### config.mk
export PLATFORM = sky130hd
export DESIGN_NAME = xoodoo_state_shares_reg_flat
export DESIGN_NICKNAME = d
export VERILOG_FILES = /design/src/rtl/xoodoo_sca_pkg.sv /design/src/rtl/xoodoo_state_shares_reg_if.sv /design/src/rtl/xoodoo_lane_update.sv /design/src/rtl/xoodoo_state_shares_reg.sv /design/src/flat_wrapper.sv
export SDC_FILE = /design/constraint.sdc
export NUM_CORES = 2
export LEC_CHECK = 0
export ABC_AREA = 1
export ABC_CLOCK_PERIOD_IN_PS = 5900
export CELL_PAD_IN_SITES_DETAIL_PLACEMENT = 2
export CELL_PAD_IN_SITES_GLOBAL_PLACEMENT = 2
export CORE_AREA = 2 2 678 680
export CTS_CLUSTER_DIAMETER = 120
export CTS_CLUSTER_SIZE = 30
export DETAILED_ROUTE_END_ITERATION = 12
export DIE_AREA = 0 0 680 682
export GPL_ROUTABILITY_DRIVEN = 0
export PLACE_DENSITY_LB_ADDON = 0.05
export SYNTH_ARGS = -nofsm -noshare
export SYNTH_HDL_FRONTEND = slang
export SYNTH_SLANG_ARGS = --single-unit
export TNS_END_PERCENT = 20
### constraint.sdc
create_clock -name clk -period 5.9 [get_ports clk]
set_input_delay 1.18 -clock clk [delete_from_list [all_inputs] [get_ports clk]]
set_output_delay 1.18 -clock clk [all_outputs]
set_load 0.01 [all_outputs]
### src/rtl/xoodoo_sca_pkg.sv
// xoodoo_sca_pkg: shared defaults, state/word packing helpers and FSM encoding for the masked Xoodoo state register
package xoodoo_sca_pkg;
  localparam int NSHARES_DEF = 2;
  localparam int LANES_DEF = 12;
  localparam int LANE_W_DEF = 32;
  localparam int DOM_LANE_DEF = 11;
  typedef enum logic {IDLE, PERM} state_t;
  function automatic int lane_off(int s, int l, int lanes, int w);
    return (s * lanes + l) * w;
  endfunction
  function automatic int share_off(int s, int w);
    return s * w;
  endfunction
endpackage

### src/rtl/xoodoo_state_shares_reg_if.sv
// xoodoo_state_shares_reg_if: word-serial absorb/squeeze beat channel
// Signals: word_valid/word_ready handshake, word_data (share s at [s*LANE_W +: LANE_W]),
// word_be byte enables, word_ovw (1 overwrite, 0 XOR), word_last (burst end, index returns to 0).
interface xoodoo_state_shares_reg_if #(
  parameter int NSHARES = 2,
  parameter int LANE_W = 32
);
  logic word_valid;
  logic word_ready;
  logic [NSHARES*LANE_W-1:0] word_data;
  logic [LANE_W/8-1:0] word_be;
  logic word_ovw;
  logic word_last;
  modport master(output word_valid, word_data, word_be, word_ovw, word_last, input word_ready);
  modport slave(input word_valid, word_data, word_be, word_ovw, word_last, output word_ready);
endinterface

### src/rtl/xoodoo_lane_update.sv
// xoodoo_lane_update: next value of one lane (all shares) for a beat, domain XOR and optional share refresh
// Ports: cur/nxt lane shares (share s at [s*LANE_W +: LANE_W]); beat = accepted beat targets this lane;
// data/be/ovw beat payload; dom_en/domain domain XOR into the last share; rand_i only with SHARE_REFRESH_EN.
module xoodoo_lane_update
  import xoodoo_sca_pkg::*;
#(
  parameter int NSHARES = NSHARES_DEF,
  parameter int LANE_W = LANE_W_DEF
) (
  input  logic [NSHARES*LANE_W-1:0]     cur,
  input  logic                          beat,
  input  logic [NSHARES*LANE_W-1:0]     data,
  input  logic [LANE_W/8-1:0]           be,
  input  logic                          ovw,
  input  logic                          dom_en,
  input  logic [LANE_W-1:0]             domain,
`ifdef SHARE_REFRESH_EN
  input  logic [(NSHARES-1)*LANE_W-1:0] rand_i,
`endif
  output logic [NSHARES*LANE_W-1:0]     nxt
);
  localparam int LAST = (NSHARES - 1) * LANE_W;
  always_comb begin
    nxt = cur;
    for (int s = 0; s < NSHARES; s++)
      for (int b = 0; b < LANE_W / 8; b++)
        if (beat && be[b])
          nxt[share_off(s, LANE_W) + 8*b +: 8] = ovw ? data[share_off(s, LANE_W) + 8*b +: 8]
                                                     : cur[share_off(s, LANE_W) + 8*b +: 8] ^ data[share_off(s, LANE_W) + 8*b +: 8];
`ifdef SHARE_REFRESH_EN
    // each mask word enters one share and the last share, so the unmasked value is preserved
    if (beat)
      for (int s = 0; s < NSHARES - 1; s++) begin
        nxt[share_off(s, LANE_W) +: LANE_W] ^= rand_i[share_off(s, LANE_W) +: LANE_W];
        nxt[LAST +: LANE_W] ^= rand_i[share_off(s, LANE_W) +: LANE_W];
      end
`endif
    if (dom_en) nxt[LAST +: LANE_W] ^= domain;
  end
endmodule

### src/rtl/xoodoo_state_shares_reg.sv
// xoodoo_state_shares_reg: N-share masked Xoodoo state register with word-serial absorb/squeeze port
// Ports: clk; rst_n sync active-low reset; init clears state/index; perm_load/perm_state_in capture
// permutation output (busy while held); perm_state_out full state (share s lane l at [(s*LANES+l)*LANE_W]);
// idx_load/idx_in explicit lane index; w beat channel (slave); domain_valid/domain_i domain XOR into the
// last share of DOM_LANE; word_out shares of the current lane; cur_idx; busy.
// Optional feature macro SHARE_REFRESH_EN adds rand_i and refreshes the masking on every accepted beat.
module xoodoo_state_shares_reg
  import xoodoo_sca_pkg::*;
#(
  parameter int NSHARES = NSHARES_DEF,
  parameter int LANES = LANES_DEF,
  parameter int LANE_W = LANE_W_DEF,
  parameter int IDX_W = 4,
  parameter int DOM_LANE = DOM_LANE_DEF
) (
  input  logic                              clk,
  input  logic                              rst_n,
  input  logic                              init,
  input  logic                              perm_load,
  input  logic [NSHARES*LANES*LANE_W-1:0]   perm_state_in,
  output logic [NSHARES*LANES*LANE_W-1:0]   perm_state_out,
  input  logic                              idx_load,
  input  logic [IDX_W-1:0]                  idx_in,
  xoodoo_state_shares_reg_if.slave          w,
  input  logic                              domain_valid,
  input  logic [LANE_W-1:0]                 domain_i,
`ifdef SHARE_REFRESH_EN
  input  logic [(NSHARES-1)*LANE_W-1:0]     rand_i,
`endif
  output logic [NSHARES*LANE_W-1:0]         word_out,
  output logic [IDX_W-1:0]                  cur_idx,
  output logic                              busy
);
  state_t state_q, state_d;
  logic [NSHARES*LANES*LANE_W-1:0] st_q, st_d;
  logic [IDX_W-1:0] idx_d;
  logic accept, dom_ok;
  assign w.word_ready = rst_n & ~init & ~perm_load & ~busy & ~idx_load;
  assign accept = w.word_valid & w.word_ready;
  assign dom_ok = domain_valid & ~init & ~perm_load;
  assign busy = state_q == PERM;
  assign perm_state_out = st_q;
  always_comb state_d = (init || !perm_load) ? IDLE : PERM;
  always_comb
    idx_d = idx_load ? (({1'b0, idx_in} < (IDX_W+1)'(LANES)) ? idx_in : '0)
          : accept ? ((w.word_last || cur_idx == IDX_W'(LANES - 1)) ? '0 : cur_idx + 1'b1)
          : cur_idx;
  always_comb begin
    word_out = '0;
    for (int s = 0; s < NSHARES; s++)
      word_out[share_off(s, LANE_W) +: LANE_W] = st_q[lane_off(s, int'(cur_idx), LANES, LANE_W) +: LANE_W];
  end
  for (genvar l = 0; l < LANES; l++) begin : g_lane
    logic [NSHARES*LANE_W-1:0] cur, nxt;
    for (genvar s = 0; s < NSHARES; s++) begin : g_sh
      assign cur[s*LANE_W +: LANE_W] = st_q[lane_off(s, l, LANES, LANE_W) +: LANE_W];
      assign st_d[lane_off(s, l, LANES, LANE_W) +: LANE_W] = nxt[s*LANE_W +: LANE_W];
    end
    xoodoo_lane_update #(.NSHARES(NSHARES), .LANE_W(LANE_W)) u_lane (
      .cur    (cur),
      .beat   (accept && cur_idx == IDX_W'(l)),
      .data   (w.word_data),
      .be     (w.word_be),
      .ovw    (w.word_ovw),
      .dom_en (dom_ok && l == DOM_LANE),
      .domain (domain_i),
`ifdef SHARE_REFRESH_EN
      .rand_i (rand_i),
`endif
      .nxt    (nxt)
    );
  end
  always_ff @(posedge clk)
    if (!rst_n) state_q <= IDLE;
    else state_q <= state_d;
  always_ff @(posedge clk)
    if (!rst_n) begin
      st_q <= '0;
      cur_idx <= '0;
    end else begin
      st_q <= init ? '0 : perm_load ? perm_state_in : st_d;
      cur_idx <= init ? '0 : perm_load ? cur_idx : idx_d;
    end
endmodule
### src/flat_wrapper.sv
// flat-port wrapper written by rule: the top's interface ports become plain ports
module xoodoo_state_shares_reg_flat import xoodoo_sca_pkg::*;
#(
  parameter int NSHARES = NSHARES_DEF,
  parameter int LANES = LANES_DEF,
  parameter int LANE_W = LANE_W_DEF,
  parameter int IDX_W = 4,
  parameter int DOM_LANE = DOM_LANE_DEF
)
  (clk, rst_n, init, perm_load, perm_state_in, perm_state_out, idx_load, idx_in, domain_valid, domain_i, word_out, cur_idx, busy, w_word_valid, w_word_data, w_word_be, w_word_ovw, w_word_last, w_word_ready);
  xoodoo_state_shares_reg_if #(.NSHARES(NSHARES), .LANE_W(LANE_W)) w_i ();
  input  logic clk;
  input  logic rst_n;
  input  logic init;
  input  logic perm_load;
  input  logic [NSHARES*LANES*LANE_W-1:0] perm_state_in;
  output logic [NSHARES*LANES*LANE_W-1:0] perm_state_out;
  input  logic idx_load;
  input  logic [IDX_W-1:0] idx_in;
  input  logic domain_valid;
  input  logic [LANE_W-1:0] domain_i;
  output logic [NSHARES*LANE_W-1:0] word_out;
  output logic [IDX_W-1:0] cur_idx;
  output logic busy;
  input wire logic [$bits(w_i.word_valid)-1:0] w_word_valid;
  input wire logic [$bits(w_i.word_data)-1:0] w_word_data;
  input wire logic [$bits(w_i.word_be)-1:0] w_word_be;
  input wire logic [$bits(w_i.word_ovw)-1:0] w_word_ovw;
  input wire logic [$bits(w_i.word_last)-1:0] w_word_last;
  output wire logic [$bits(w_i.word_ready)-1:0] w_word_ready;
  assign w_i.word_valid = w_word_valid;
  assign w_i.word_data = w_word_data;
  assign w_i.word_be = w_word_be;
  assign w_i.word_ovw = w_word_ovw;
  assign w_i.word_last = w_word_last;
  assign w_word_ready = w_i.word_ready;
  xoodoo_state_shares_reg #(.NSHARES(NSHARES), .LANES(LANES), .LANE_W(LANE_W), .IDX_W(IDX_W), .DOM_LANE(DOM_LANE)) u_core (.clk(clk), .rst_n(rst_n), .init(init), .perm_load(perm_load), .perm_state_in(perm_state_in), .perm_state_out(perm_state_out), .idx_load(idx_load), .idx_in(idx_in), .w(w_i), .domain_valid(domain_valid), .domain_i(domain_i), .word_out(word_out), .cur_idx(cur_idx), .busy(busy));
endmodule
==> summary.md <==
| Metric | Value |
|---|---|
| Drt drc | 0 |
| Switch share | 0.4018 |
| Initial Util | 0.1271 |
| Final setup TNS | 0 ps |
| WP data arrival | 4620 ps |
| Sw Pwr | 7.104 mW |
| Startpoint Class | flip-flop |
| Proportion of layout cells with a drive suffix above 1 | 0.04566 |
| Global route overflow | 0 |
| Clock-pin slew on the worst setup and hold paths | 80 ps |
| Initial DRT Pass Iterations | 7 |
| Detail Route Antenna Nets | 0 |
| Final worst slack | 99.82 ps |
| Cell-internal power | 10.58 mW |
| Clk pwr share | 0.385 |
| DR vias/cell | 4.339 |
| Leak | 31.64 nW |
| CP required | 4720 ps |
| Max Slew Vio Count | 0 |
| Horiz. Die Dim | 680 um |
| Hold Buf Count CTS | 0 |
| Ys async rst share | 0 |
| Hpwl dp | 466.7 mm |
| Critical path class | flip-flop to primary output |
| Htree depth | 3 |
| Ys flop type | dfxtp_1 |
| Critical Path Fanout Max | 81 |
| Fin crit period | 5800 ps |
| Commonest non-fill, non-tap cell in the layout | nand2_1 |
| Logic pwr share | 0.283 |
| Max Cap Violations | 0 |
| Worst hold path type | flip-flop to flip-flop |
| Max transition margin | 0.05850 |
| Max Fclk | 172.4 MHz |
| Largest net degree at the start of global routing | 182 |
| Synth Cell Area | 58110 um2 |
| Mean Syn Cell Area | 6.038 um2 |
| Number of DRC markers in iteration 0 | 4446 |
| IO Pins | 1719 |
| Net total in the final layout | 11720 |
| Vias in the first global route | 76890 |
| Worst vdd ir | 281.2 uV |
| GRT Resource Usage Total | 0.2503 |
| Yosys reg bits | 773 |
| Unique masters post-synth | 33 |
| Sinks on the clock net | 773 |
| Routed vias | 73730 |
| Initial antenna violation count | 186 |
| CTS buffer count | 90 |
| First-pass GRT wire length | 781.1 mm |
| Worst slack, placed | 807.2 ps |
| YS warnings | 0 |
| Routed WL | 603.6 mm |
| Core footprint | 457400 um2 |
| IO Port Bufs | 1718 |
| Power per cell area | 210.2 nW/um2 |
| Final Hold Fails | 0 |
| Busiest layer in global routing | met2 |
| Met2 usage | 0.4152 |
| Met3 GRT Util | 0.03633 |
| Ratio of final minimum period to clock period | 0.9831 |
| Synth Net Count | 10510 |
| Clk root buf | clkbuf_16 |
| Met1 Track Usage GR | 0.3292 |
| Die Span Y | 682 um |
| Status | finished, final reports clean |
| Die ar. | 463800 um2 |
| Worst Setup End Kind | primary output |
| Area grow syn2layout | 44.73% |
| Row count | 249 |
| Seq/Total Area, Yosys | 0.2663 |
| Reg power frac | 0.332 |
| Number of setup violations in the final report | 0 |
| RSZ-0062 raised after global routing | false |
| Worst skew pair latency | 870 ps |
| Most frequent cells in the layout | nand2_1, clkdlybuf4s50_1, nor2_1 |
| CTS tree | yes |
| Layout Skew | 67.18 ps |
| Syn Inst Count | 9623 |
| Clock buffer depth | 4 |
| Number of synthesized flops with an enable pin | 0 |
| WL/cell | 35.53 um |
| Worst-Margin Slew | 1412 ps |
metal layers:
metal | wire (um) | vias to the layer above
li1 | - | 33050
met1 | 274500 | 38220
met2 | 280800 | 1886
met3 | 25090 | 504
met4 | 22810 | 66
met5 | 416 | -
power groups by stage:
stage	clock network [mW]	registers, mW	logic, mW
after CTS	7.11	5.87	5.10
after global placement	0	5.99	5.02
final	6.81	5.86	5.01
after global routing	7.19	5.89	5.37
after floorplan	0	5.84	1.99
after detailed placement	0	5.99	5.08
final timing paths:
kind	from	to	slack (ps)	cells after the start
worst max-delay path	u_core.cur_idx[1]$_SDFFE_PP0P_	word_out[16]	100	8
worst min-delay path	u_core.perm_state_out[364]$_SDFFE_PP0P_	u_core.perm_state_out[364]$_SDFFE_PP0P_	600	2
worst max register to register	u_core.cur_idx[1]$_SDFFE_PP0P_	u_core.perm_state_out[374]$_SDFFE_PP0P_	1380	10
worst min register to register	u_core.perm_state_out[364]$_SDFFE_PP0P_	u_core.perm_state_out[364]$_SDFFE_PP0P_	600	2
metrics by stage:
step                      cells    util  cell area, um2  power, mW  hold slack, ps
after floorplan            9623       -           58110      7.836           574.0
after global placement    16770  0.1767           80820      11.01           571.7
after detailed placement  16770  0.1767           80820      11.07           594.5
after global routing      16960  0.1837           84020      18.45           626.6
final                     16990  0.1839           84100      17.68           603.8
after CTS                 16930  0.1836           83950      18.08           606.9
Yosys cell counts (all sizes together) (2+ instances only):
cell / number / share of area
a21oi: 409 / 0.035
a31oi: 2 / 0.00022
buf: 319 / 0.032
clkbuf: 437 / 0.028
clkinv: 2 / 0.00013
dfxtp: 773 / 0.27
ha: 4 / 0.00086
inv: 522 / 0.034
nand2: 2761 / 0.18
nand3: 538 / 0.047
nand3b: 320 / 0.041
nand4: 102 / 0.023
nor2: 1489 / 0.097
nor3: 2 / 0.00037
o2111ai: 10 / 0.0015
o21ai: 1159 / 0.10
o21bai: 25 / 0.0032
or3: 10 / 0.0011
xor2: 738 / 0.11
flip-flops by register name, summed over array words and instances (netlist names):
signal	count
u_core.perm_state_out	768
u_core.cur_idx	4
u_core.busy	1
what timing repair did:
item,CTS,global route
setup endpoints to repair,3,1
buffers inserted,0,0
resized for setup,1,1
worst max-delay path, cell delays in order, from the launching register on:
cell and delay [ps]:
dfxtp_4 700, inv_12 290, buf_4 530, a21oi_1 360, o21ai_0 150, nand2_1 320, nand2_1 240, o2111ai_1 160
clkdlybuf4s50_1 750
cells by family (layout without fill, tap and decap cells):
group | count (synthesis) | in the layout | synth area share
compound gates | 1606 | 1606 | 0.1401
xor+xnor | 738 | 738 | 0.1112
fa+ha+maj | 4 | 4 | 0.0008613
buf+inv | 1280 | 2563 | 0.09386
flops | 773 | 773 | 0.2663
other cells | 0 | 60 | 0
simple gates | 5222 | 5222 | 0.3876
final cells by class:
type	count	area (um2)
Clock inverter	60	753.2
Inverter	524	2023
Fill cell	54130	373300
Antenna cell	60	150.1
Timing Repair Buffer	1877	18550
Clock buffer	102	2369
Multi-Input combinational cell	7570	37240
Sequential cell	773	15480
Tap cell	6024	7537
Note: power is estimated with default switching activity, not from simulation.
